$ cat config.mk
export PLATFORM = sky130hd
export DESIGN_NAME = guarded_input_fsm
export DESIGN_NICKNAME = d
export VERILOG_FILES = /design/src/rtl/guarded_fsm_pkg.sv /design/src/rtl/fsm_timeout_counter.sv /design/src/rtl/guarded_input_fsm.sv
export SDC_FILE = /design/constraint.sdc
export NUM_CORES = 1
export LEC_CHECK = 0
export BUFFER_PORTS_ARGS = -buffer_cell sky130_fd_sc_hd__buf_2
export CORE_UTILIZATION = 50
export DETAILED_ROUTE_END_ITERATION = 8
export PLACE_DENSITY_LB_ADDON = 0.08
export SLEW_MARGIN = 10
export SYNTH_ARGS = -nofsm -noshare
export SYNTH_HDL_FRONTEND = slang
export SYNTH_SLANG_ARGS = --single-unit
$ cat constraint.sdc
create_clock -name clk -period 2.1 [get_ports clk]
set_clock_uncertainty 0.15 [all_clocks]
set_input_delay 0.21 -clock clk [delete_from_list [all_inputs] [get_ports clk]]
set_output_delay 0.21 -clock clk [all_outputs]
set_load 0.02 [all_outputs]
$ cat src/rtl/guarded_fsm_pkg.sv
// Shared types and opcode constants for the guarded input-forwarding FSM.
package guarded_fsm_pkg;

  localparam int unsigned STATE_W = 3;
  localparam int unsigned CMD_W   = 3;

  typedef enum logic [STATE_W-1:0] {
    ST_IDLE = 3'd0,
    ST_ARM  = 3'd1,
    ST_PASS = 3'd2,
    ST_HOLD = 3'd3,
    ST_LOCK = 3'd4
  } state_t;

  localparam logic [CMD_W-1:0] OP_NOP         = 3'd0;
  localparam logic [CMD_W-1:0] OP_ARM         = 3'd1;
  localparam logic [CMD_W-1:0] OP_GO          = 3'd2;
  localparam logic [CMD_W-1:0] OP_PAUSE       = 3'd3;
  localparam logic [CMD_W-1:0] OP_STOP        = 3'd4;
  localparam logic [CMD_W-1:0] OP_ILLEGAL_MIN = 3'd5;

  // Opcodes 5-7 are undefined and count as protocol violations.
  function automatic logic is_illegal_op(input logic [CMD_W-1:0] op);
    return op >= OP_ILLEGAL_MIN;
  endfunction

endpackage

$ cat src/rtl/fsm_timeout_counter.sv
// Cycle counter for the ARM window: clears when idle, counts while enabled,
// and flags the final allowed cycle.
module fsm_timeout_counter #(
  parameter int unsigned TIMEOUT = 15
) (
  input  logic clk,
  input  logic rst_n,
  input  logic clear,
  input  logic enable,
  output logic expire_c
);

  localparam int unsigned CNT_W = (TIMEOUT > 1) ? $clog2(TIMEOUT) : 1;

  logic [CNT_W-1:0] count_q;

  assign expire_c = (count_q == CNT_W'(TIMEOUT - 1));

  // Holds at the terminal value; the owning FSM leaves ARM on expiry.
  always_ff @(posedge clk or negedge rst_n) begin
    if (!rst_n) begin
      count_q <= '0;
    end else if (clear) begin
      count_q <= '0;
    end else if (enable && !expire_c) begin
      count_q <= count_q + CNT_W'(1);
    end
  end

endmodule

$ cat src/rtl/guarded_input_fsm.sv
// Command-driven mode FSM gating data_in to a registered output; illegal
// commands, corrupted state codes and violation overflow force a sticky LOCK.
module guarded_input_fsm
  import guarded_fsm_pkg::*;
#(
  parameter int unsigned DATA_W   = 3,
  parameter int unsigned TIMEOUT  = 15,
  parameter int unsigned MAX_VIOL = 3
) (
  input  logic               clk,
  input  logic               rst_n,
  input  logic               cmd_valid,
  output logic               cmd_ready,
  input  logic [CMD_W-1:0]   cmd,
  input  logic [DATA_W-1:0]  data_in,
  output logic [DATA_W-1:0]  out,
  output logic               out_valid,
  output logic [STATE_W-1:0] state_o,
  output logic               err
);

  localparam int unsigned VIOL_W = $clog2(MAX_VIOL + 1);

  state_t            state_q, state_d;
  logic [VIOL_W-1:0] viol_q, viol_d;
  logic [DATA_W-1:0] out_d;
  logic              out_valid_d;
  logic              err_d;
  logic              accept_c;
  logic              illegal_c;
  logic              expire_c;

  assign cmd_ready = (state_q != ST_LOCK);
  assign accept_c  = cmd_valid && cmd_ready;
  assign illegal_c = accept_c && is_illegal_op(cmd);
  assign state_o   = state_q;

  fsm_timeout_counter #(
    .TIMEOUT (TIMEOUT)
  ) u_timer (
    .clk      (clk),
    .rst_n    (rst_n),
    .clear    (state_q != ST_ARM),
    .enable   (state_q == ST_ARM),
    .expire_c (expire_c)
  );

  // Next state, violation count and next output values.
  always_comb begin
    state_d     = state_q;
    viol_d      = viol_q;
    out_d       = out;
    out_valid_d = 1'b0;
    err_d       = err;

    case (state_q)
      ST_IDLE: begin
        if (accept_c && cmd == OP_ARM) state_d = ST_ARM;
      end
      ST_ARM: begin
        if (accept_c && cmd == OP_GO)        state_d = ST_PASS;
        else if (accept_c && cmd == OP_STOP) state_d = ST_IDLE;
        else if (expire_c)                   state_d = ST_IDLE;
      end
      ST_PASS: begin
        if (accept_c && cmd == OP_PAUSE)     state_d = ST_HOLD;
        else if (accept_c && cmd == OP_STOP) state_d = ST_IDLE;
      end
      ST_HOLD: begin
        if (accept_c && cmd == OP_GO)        state_d = ST_PASS;
        else if (accept_c && cmd == OP_STOP) state_d = ST_IDLE;
      end
      ST_LOCK: state_d = ST_LOCK;
      default: state_d = ST_LOCK;
    endcase

    // A violation overflow overrides whatever the command decode chose.
    if (illegal_c) begin
      if (viol_q != VIOL_W'(MAX_VIOL)) viol_d = viol_q + VIOL_W'(1);
      if (viol_q >= VIOL_W'(MAX_VIOL - 1)) state_d = ST_LOCK;
    end

    if (state_d == ST_IDLE || state_d == ST_LOCK) begin
      out_d = '0;
    end else if (state_q == ST_PASS && state_d == ST_PASS) begin
      out_d       = data_in;
      out_valid_d = 1'b1;
    end else if (state_q != ST_PASS && state_q != ST_HOLD) begin
      out_d = '0;
    end

    if (state_d == ST_LOCK) err_d = 1'b1;
  end

  always_ff @(posedge clk or negedge rst_n) begin
    if (!rst_n) begin
      state_q   <= ST_IDLE;
      viol_q    <= '0;
      out       <= '0;
      out_valid <= 1'b0;
      err       <= 1'b0;
    end else begin
      state_q   <= state_d;
      viol_q    <= viol_d;
      out       <= out_d;
      out_valid <= out_valid_d;
      err       <= err_d;
    end
  end

endmodule
==> results by group <==
Run status
  • Status: completed

Setup path
  • WS Path Type: reg -> reg
  • Delay-heaviest family, CP: simple AND/OR/NAND/NOR gates
  • Crit. End Element: flip-flop
  • Crit-path cells: inv_1, ha_1, and3_2, a211oi_1, a211oi_2, nor4b_4, a22o_1
  • Critical path peak fanout: 4
  • CP startpoint kind: flip-flop
  • Buf/Inv on CP: 1
  • Crit-path max cell delay: 0.41 ns
  • Critical path arrival: 2.00 ns
  • WP data required: 2.16 ns
  • CP max-delay cell: dfrtp_1

STA
  • Slew margin rel.: 69.76%
  • Final Cycle Share: 92.39%
  • Fmax: 0.5154 GHz
  • Worst Tran Pin Value: 0.4508 ns
  • Endpoints failing setup: 0
  • Final slew viol count: 0
  • Setup TNS: 0 ns
  • Min cycle time layout: 1.940 ns
  • Final Hold Fails: 0
  • RSZ-0062 raised after global routing: no

Finish
  • Area grow syn2layout: 23.04%
  • Layout cells sized above 1: 35.79%
  • Fill cells: 106
  • Net count reported at finish: 109
  • Ant diodes: 0
  • Design Area, Final: 922.1 sq um
  • Multi-input logic area: 387.9 sq um
  • Sequential cell area: 350.3 sq um

Clocking
  • Clock transition at path regs: 0.08 ns
  • H-tree depth: 1
  • Clk buf depth: 2
  • Postcts setup bufs: 0
  • CTS sink count: 14
  • CTS buffer count: 3
  • Root buf cell: clkbuf_4
  • Worst-Skew Late Latency: 0.27 ns
  • Post-cts repair resize count: 0
  • TritonCTS clock tree: yes

Route
  • Final antenna-violating net count: 0
  • Final WL: 1269 um
  • # DRC: 0
  • DR iter-0 viols: 9
  • Vias per cell: 5.118
  • First-pass DRT Iterations: 3
  • Detailed-route wire length per cell: 11.54 um
  • Vias: 563

Power
  • Leak: 0.4349 nW
  • Peak supply drop: 444.9 uV
  • PwrDens: 617.5 nW/um^2

Place
  • Port Buffers: 17
  • Dpl hpwl: 974.1 um
  • Placement Cell Area: 875.8 sq um
  • RD Place Congestion: 0.7138

Yosys
  • Cells after synthesis: 70
  • Distinct cell type count after synthesis: 27
  • Primary FF master, synth: dfrtp_1
  • Avg Cell Area, Syn: 10.71 sq um
  • Cells taking the most area after synthesis: dfrtp_1 47%, ha_1 6.7%, a21oi_1 4.0%
  • Post-synth EDFFs: 0
  • Share of flip-flops with an asynchronous set or reset: 100.0%
  • Most frequent cell after synthesis: dfrtp_1
  • Post-synth top area share: 46.74%
  • Yosys warnings: 0
  • Commonest cells post-synth: 14 x dfrtp_1, 8 x nor2_1, 6 x a21oi_1
  • Seq/Total Area, Yosys: 46.74%
  • Yosys top cell by area: dfrtp_1
  • FF+latch count, synth: 14
  • Mapped Nets: 83
  • Area of the mapped netlist: 749.5 sq um

GRT
  • Largest net degree at the start of global routing: 15
  • GRT Util Overall: 17.38%
  • Initial antenna violation count: 0
  • GRT overflow: 0
  • First-pass GRT wire length: 1835 um
  • Vias in the first global route: 430

Floorplanning
  • I/O pin total: 18
  • Row cnt: 13
  • Die W: 40.72 um
  • Initial Util: 55.51%
  • Area of the core: 1350 sq um
  • Die H: 40.72 um
  • Die ar.: 1658 sq um

Hold path
  • HP Class: in -> reg

Job
  • Max_cap viols: 0
==> area by class of cell <==
type | instances | share of cell area (%)
Tap cell | 15 | 2.035
Timing Repair Buffer | 21 | 12.75
Sequential cell | 14 | 37.99
Inverter | 3 | 1.221
Clock buffer | 4 | 3.935
Multi-Input combinational cell | 53 | 42.06
==> timing repair <==
item / 4_1_cts / 5_1_grt
hold buffers: 1 / 0
hold endpoints to repair: 14 / 0
setup endpoints to repair: 0 / 3
==> metrics by stage <==
step                      hold slack [ns]  setup WS (ns)  cells  util, %  total power (W)
after detailed placement         -0.03422        0.09747    105    64.87        0.0003911
after global placement           -0.03714         0.1690    105    64.87        0.0003899
after global routing              0.01461        0.02763    110    68.30        0.0006102
final                             0.01458         0.1598    110    68.30        0.0005695
after CTS                        0.008213         0.1020    110    68.30        0.0005798
after floorplan                   -0.2356         0.2262     70        -        0.0003639
==> report_power, final <==
part,total [W],switching (W),internal (W)
sequential,0.000304,0.0000148,0.000289
combinational,0.0000823,0.0000454,0.0000368
clock,0.000183,0.0000779,0.000105
==> cell families after synthesis <==
| group | share of synthesized area (%) |
|---|---|
| adder cells (fa/ha/maj) | 6.678 |
| AND/OR/NAND/NOR | 21.70 |
| flip-flops | 46.75 |
| AO/OA/AOI/OAI | 19.87 |
| buffers and inverters | 1.502 |
| XOR/XNOR | 3.506 |
==> sequential cells by signal, summed over array words and instances (netlist names) <==
register and count:
viol_q 2, err 1, out 3, state_o 3
out_valid 1, u_timer.count_q 4
==> final timing paths <==
kind | startpoint | endpoint | slack [ns] | depth (start not counted)
max | u_timer.count_q[0] | out[0] | 0.16 | 7
min | data_in[2] | out[2] | 0.01 | 2
max reg2reg | u_timer.count_q[0] | out[0] | 0.16 | 7
min reg2reg | err | err | 0.33 | 1
max in group asynchronous | rst_n | u_timer.count_q[2] | 1.36 | 2
min in group asynchronous | rst_n | viol_q[0] | 0.21 | 2
==> metal layers <==
| metal | part of all wire [%] | track usage (%) |
|---|---|---|
| met5 | 0 | 0 |
| met2 | 41 | 24.21 |
| met3 | 3.2 | 3.261 |
| met1 | 55 | 25.09 |
| met4 | 0.95 | 10.00 |
==> placed cells by master, fill, tap and decap left out <==
master         instances
buf_4                  3
nand2b_1               1
xnor2_1                2
dlygate4sd3_1          1
a21oi_1                6
nor2_1                 8
a211oi_2               1
clkbuf_8               1
o21ai_0                1
or2b_1                 1
clkbuf_4               3
and2b_2                1
a2111oi_2              1
nor4b_4                1
nand3_1                2
a22o_1                 3
and3b_1                1
a211oi_1               4
nand2_1                4
inv_1                  3
xor2_1                 1
o211ai_2               1
and3_2                 1
o21bai_2               1
or2_2                  3
or2_1                  1
nand3b_1               2
a31oi_1                1
dfrtp_1               14
buf_2                 17
ha_1                   4
nor3_1                 1
Power figures use the tool's default switching activity.
